### config.mk
export PLATFORM = sky130hd
export DESIGN_NAME = mem_wb_stage
export DESIGN_NICKNAME = d
export VERILOG_FILES = /design/src/rtl/mem_wb_stage.sv
export SDC_FILE = /design/constraint.sdc
export NUM_CORES = 1
export LEC_CHECK = 0
export CORE_ASPECT_RATIO = 0.9
export CORE_MARGIN = 5
export CORE_UTILIZATION = 41
export CTS_CLUSTER_DIAMETER = 40
export CTS_CLUSTER_SIZE = 8
export DETAILED_ROUTE_END_ITERATION = 12
export PLACE_DENSITY_LB_ADDON = 0.12
export SYNTH_ARGS = -nofsm -noshare
export SYNTH_HDL_FRONTEND = slang
export SYNTH_SLANG_ARGS = --single-unit
### constraint.sdc
create_clock -name clk -period 1.98 [get_ports clk]
set_clock_uncertainty 0.1 [all_clocks]
set_input_delay 0.495 -clock clk [delete_from_list [all_inputs] [get_ports clk]]
set_output_delay 0.495 -clock clk [all_outputs]
set_load 0.01 [all_outputs]
### src/rtl/mem_wb_stage.sv
// MEM stage and MEM/WB pipeline register for the 16-bit pipeline.
// Runs one data-memory load or store at a time over a req/ready handshake,
// stalls upstream while the access is outstanding, and registers the
// writeback triple (regwrite, dest reg, data) for the register file.
module mem_wb_stage #(
    parameter int          TIMEOUT  = 16,       // ACCESS cycles before abort, 2..255
    parameter logic [15:0] ERR_DATA = 16'hFFFF  // writeback data on a timed-out access
) (
    input  logic        clk,
    input  logic        reset,
    input  logic        set_regwrite_in,
    input  logic [3:0]  destreg_in,
    input  logic        set_memwrite_in,
    input  logic        set_memread_in,
    input  logic [15:0] addr_in,
    input  logic [15:0] store_data_in,
    input  logic [15:0] result_in,
    input  logic [7:0]  opcode_in,
    output logic        dmem_req,
    output logic        dmem_we,
    output logic [15:0] dmem_addr,
    output logic [15:0] dmem_wdata,
    input  logic [15:0] dmem_rdata,
    input  logic        dmem_ready,
    output logic        stall_out,
    output logic        set_regwrite_out,
    output logic [3:0]  destreg_out,
    output logic [15:0] wb_data_out,
    output logic [7:0]  opcode_out,
    output logic        err_timeout_out
);

    typedef enum logic {IDLE, ACCESS} state_t;

    state_t     state_q, state_d;
    logic [7:0] count_q;
    logic       access_in;
    logic       timeout_hit;
    logic       do_pass;      // IDLE, no memory op: plain writeback
    logic       do_issue;     // IDLE, memory op: start the request
    logic       do_wait;      // ACCESS, memory not ready yet
    logic       do_complete;  // ACCESS, memory finished this cycle
    logic       do_abort;     // ACCESS, last allowed cycle without ready

    // Next-state decode plus the one-hot action strobes for the register block.
    always_comb begin
        // NOTE: every signal gets a default before any branch so no latch is inferred.
        state_d     = state_q;
        stall_out   = 1'b0;
        do_pass     = 1'b0;
        do_issue    = 1'b0;
        do_wait     = 1'b0;
        do_complete = 1'b0;
        do_abort    = 1'b0;
        access_in   = set_memread_in | set_memwrite_in;
        timeout_hit = (count_q == 8'(TIMEOUT - 1));

        // While reset is asserted nothing is decoded, so stall_out stays 0.
        if (reset) begin
            case (state_q)
                IDLE: begin
                    if (access_in) begin
                        do_issue  = 1'b1;
                        stall_out = 1'b1;
                        state_d   = ACCESS;
                    end else begin
                        do_pass = 1'b1;
                    end
                end
                ACCESS: begin
                    // A ready on the last allowed cycle still completes normally.
                    if (dmem_ready) begin
                        do_complete = 1'b1;
                        state_d     = IDLE;
                    end else if (timeout_hit) begin
                        do_abort = 1'b1;
                        state_d  = IDLE;
                    end else begin
                        do_wait   = 1'b1;
                        stall_out = 1'b1;
                    end
                end
                default: state_d = IDLE;
            endcase
        end
    end

    // State, request interface, timeout counter and MEM/WB register.
    always_ff @(posedge clk) begin
        // NOTE: sequential state uses non-blocking assignments so every register
        // samples pre-edge values regardless of statement order.
        if (!reset) begin
            state_q          <= IDLE;
            count_q          <= 8'd0;
            dmem_req         <= 1'b0;
            dmem_we          <= 1'b0;
            dmem_addr        <= 16'd0;
            dmem_wdata       <= 16'd0;
            set_regwrite_out <= 1'b0;
            destreg_out      <= 4'd0;
            wb_data_out      <= 16'd0;
            opcode_out       <= 8'd0;
            err_timeout_out  <= 1'b0;
        end else begin
            state_q <= state_d;

            if (do_pass) begin
                set_regwrite_out <= set_regwrite_in;
                destreg_out      <= destreg_in;
                wb_data_out      <= result_in;
                opcode_out       <= opcode_in;
            end

            // Store wins when both read and write are flagged.
            if (do_issue) begin
                dmem_req         <= 1'b1;
                dmem_we          <= set_memwrite_in;
                dmem_addr        <= addr_in;
                dmem_wdata       <= store_data_in;
                count_q          <= 8'd0;
                set_regwrite_out <= 1'b0;
            end

            if (do_wait) begin
                count_q          <= count_q + 8'd1;
                set_regwrite_out <= 1'b0;
            end

            if (do_complete) begin
                dmem_req         <= 1'b0;
                set_regwrite_out <= set_regwrite_in;
                destreg_out      <= destreg_in;
                opcode_out       <= opcode_in;
                wb_data_out      <= dmem_we ? result_in : dmem_rdata;
            end

            // The flag stays set until the next reset.
            if (do_abort) begin
                dmem_req         <= 1'b0;
                set_regwrite_out <= 1'b0;
                destreg_out      <= destreg_in;
                opcode_out       <= opcode_in;
                wb_data_out      <= ERR_DATA;
                err_timeout_out  <= 1'b1;
            end
        end
    end

endmodule

==> reports/metrics.yaml <==
insertion_delay_ps: 340
dp_hpwl_um: 6370
yosys.area.top_type: "dfxtp_1"
numClockSinks: 73
tns_ps: -7.62
cap_violations: 0
slowest_delay_ps: 340
numCtsBuffers: 9
instances_no_fill: 617
combPwrFrac_pct: 22.5
pwr-share-seq_pct: 43.8
finalWeightedCongestion: 0.725
cts.path.max_buffers: 2
netlist_top_cells_count: "110 x nand2_1, 73 x dfxtp_1, 36 x a21oi_1, 20 x mux2i_1, 15 x o21ai_0"
clk_pin_slew_ps: 80
slew_headroom_pct: 76.7
nNetsFinal: 600
start_kind: "flop"
drtIter0Drc: 120
vdd_drop_max_v: 0.000501
yosys_warnings: 0
vias: 2990
power.internal_mw: 2.83
drc_errors: 0
worstHoldStart: "dmem_wdata[7]"
clock-root-buffer: "clkbuf_8"
async_flop_share_pct: 0
violations: "negative setup slack"
io_buffers: 146
power_switching_mw: 0.942
dieWidth_um: 102
multi_input_area_sq_mm: 0.00151
tightestPinTransition_ps: 350
fp-row-count: 30
fin_util_pct: 68.1
cts_tree: "done"
routed_wl_um: 8440
r2r_start: "count_q[7]"
drive_above_1_share_pct: 17.7
synth_edf_count: 0
yosysMostFrequentCell: "nand2_1"
grt_pass1_wl_um: 13500
crit_slowest_cell: "dfxtp_2"
synth_flop_cell: "dfxtp_1"
antennaDiodeCount: 0
ys_seq_area_share_pct: 46.8
start_util_pct: 41.8
finalHoldViolations: 0
ys_types: 39
slew_violations: 0
worst_ep_arrival_time_ps: 1390
syn_area_per_cell_sq_um: 8.92
vias_per_cell: 4.85
worst-path-max-fanout: 2
syn_to_final_growth_pct: 63.0
critical_path_required_ps: 1380
swShare_pct: 25.0
dieArea_sq_mm: 0.00946
grt.overflow.total: 0
synth_top_cell_area_share_pct: 46.8
hold_slack_ps: 354
critical_path.startpoint: "count_q[7]"
rsz0062_at_grt: "true"
pin_count: 147
grt_max_degree: 39
detail_route.wl_per_cell_um: 13.7
rrSetupSlack_ps: 250
pre_cts_ws_ps: -540
worst-path-buf-inv: 1
period_minus_slack_ps: 1990
status: "finished with violations"
die_h_um: 92.8
grt_use_total_pct: 17.8
crit_type: "reg -> out"
p_per_area_mw_per_mm2: 740
grt_antenna_before_repair: 0
syn_area_sq_mm: 0.00312
setup-violations-final: 1
max_freq_mhz: 503
critPathTopFamily: "flip-flops"
total_leakage_power_nw: 2.17
regArea_sq_mm: 0.00147
crit_path_end_kind: "primary output"
finalWorstSetupSlack_ps: -7.62
syn_nets: 433
clkPwrFrac_pct: 33.6
placed_cells: 600
dr.pass1.iters: 4
postRouteAntennaNets: 0
synthCells: 350
core_area_sq_mm: 0.00747
grt_pass1_vias: 2961
synthTopCellsByArea: "dfxtp_1 47%, nand2_1 13%, mux2i_1 6.4%"
period_share_pct: 100
cts_max_level: 3
nFillCells: 628
ys_ff_latch: 73
hold_class: "reg -> reg"
cp_cell_sequence: "nor4_4, a21oi_2, a21o_1, buf_6"
## worst register-to-register path, delay by kind of cell, from the launching register on
kind                   cells  cell delay [ps]
AND/OR/NAND/NOR            3              590
AO/OA/AOI/OAI              1               70
flip-flops                 1              340
buffers and inverters      4              520
## metal layers
layer	track usage, %	wire length, um
met4	7.10	133
met2	29.2	4060
met3	5.87	676
met5	0	0
met1	21.4	3570
## power by group through the flow
stage | Combinational (mW) | Clock (mW) | Sequential (mW)
after floorplan | 0.312 | 0 | 1.73
after global placement | 0.840 | 0 | 1.68
after detailed placement | 0.855 | 0 | 1.68
after CTS | 0.860 | 1.31 | 1.65
after global routing | 0.921 | 1.38 | 1.67
final | 0.850 | 1.27 | 1.65
## metrics by stage
stage	power (mW)	area, sq um
after floorplan	2.04	3120
after global placement	2.52	4830
after detailed placement	2.53	4830
after CTS	3.82	5080
after global routing	3.97	5090
final	3.77	5090
## state kept, by name (all words and copies together), names as in the netlist
signal / count
dmem_addr: 16
dmem_we: 1
err_timeout_out: 1
dmem_req: 1
count_q: 8
wb_data_out: 16
set_regwrite_out: 1
opcode_out: 8
destreg_out: 4
state_q: 1
dmem_wdata: 16
## repair_timing
| action | CTS | global route |
|---|---|---|
| endpoints found under the setup margin | 17 | 1 |
| buffers inserted | 1 | 1 |
| pin swaps | 4 | 2 |
| hold buffers | 0 | 0 |
| hold endpoints to repair | 0 | 0 |
| gates resized for setup | 15 | 3 |
## placed cells by master (no fill, tap or decap), types with 4 or more instances in the layout
master	synthesis	layout
o21ai_2	10	10
dfxtp_1	73	68
nand3_1	6	6
mux2_2	8	8
a21oi_1	36	36
mux2i_1	20	20
nor2_1	6	5
clkbuf_8	0	10
clkdlybuf4s50_1	0	141
mux2_4	8	8
buf_4	0	29
o21ai_0	15	15
buf_12	0	4
nand2_1	110	110
dlygate4sd2_1	0	4
dfxtp_2	0	5
## layout make-up
cell class                 instances  share of cell area [%]
clock inverter                     5                    1.57
inverter                           3                   0.221
sequential                        73                    28.8
timing repair buffer             180                    34.7
multi-input combinational        250                    29.6
clock buffer                      10                    2.70
tap                               96                    2.36
## path summary, 6_finish.rpt
check | cells after the start | endpoint
max | 4 | stall_out
min | 2 | dmem_wdata[7]
max reg2reg | 8 | opcode_out[2]
min reg2reg | 2 | dmem_wdata[7]
## kinds of logic (layout without fill, tap and decap cells)
logic type	count (synthesis)	count (layout)	share of synthesized area, %
AO/OA/AOI/OAI	70	70	13.1
flip-flops	73	73	46.8
AND/OR/NAND/NOR	143	143	20.9
adder cells (fa/ha/maj)	1	1	0.401
multiplexers	36	36	13.1
buffers and inverters	27	198	5.73
No activity file was read; power rests on OpenSTA's default activity.
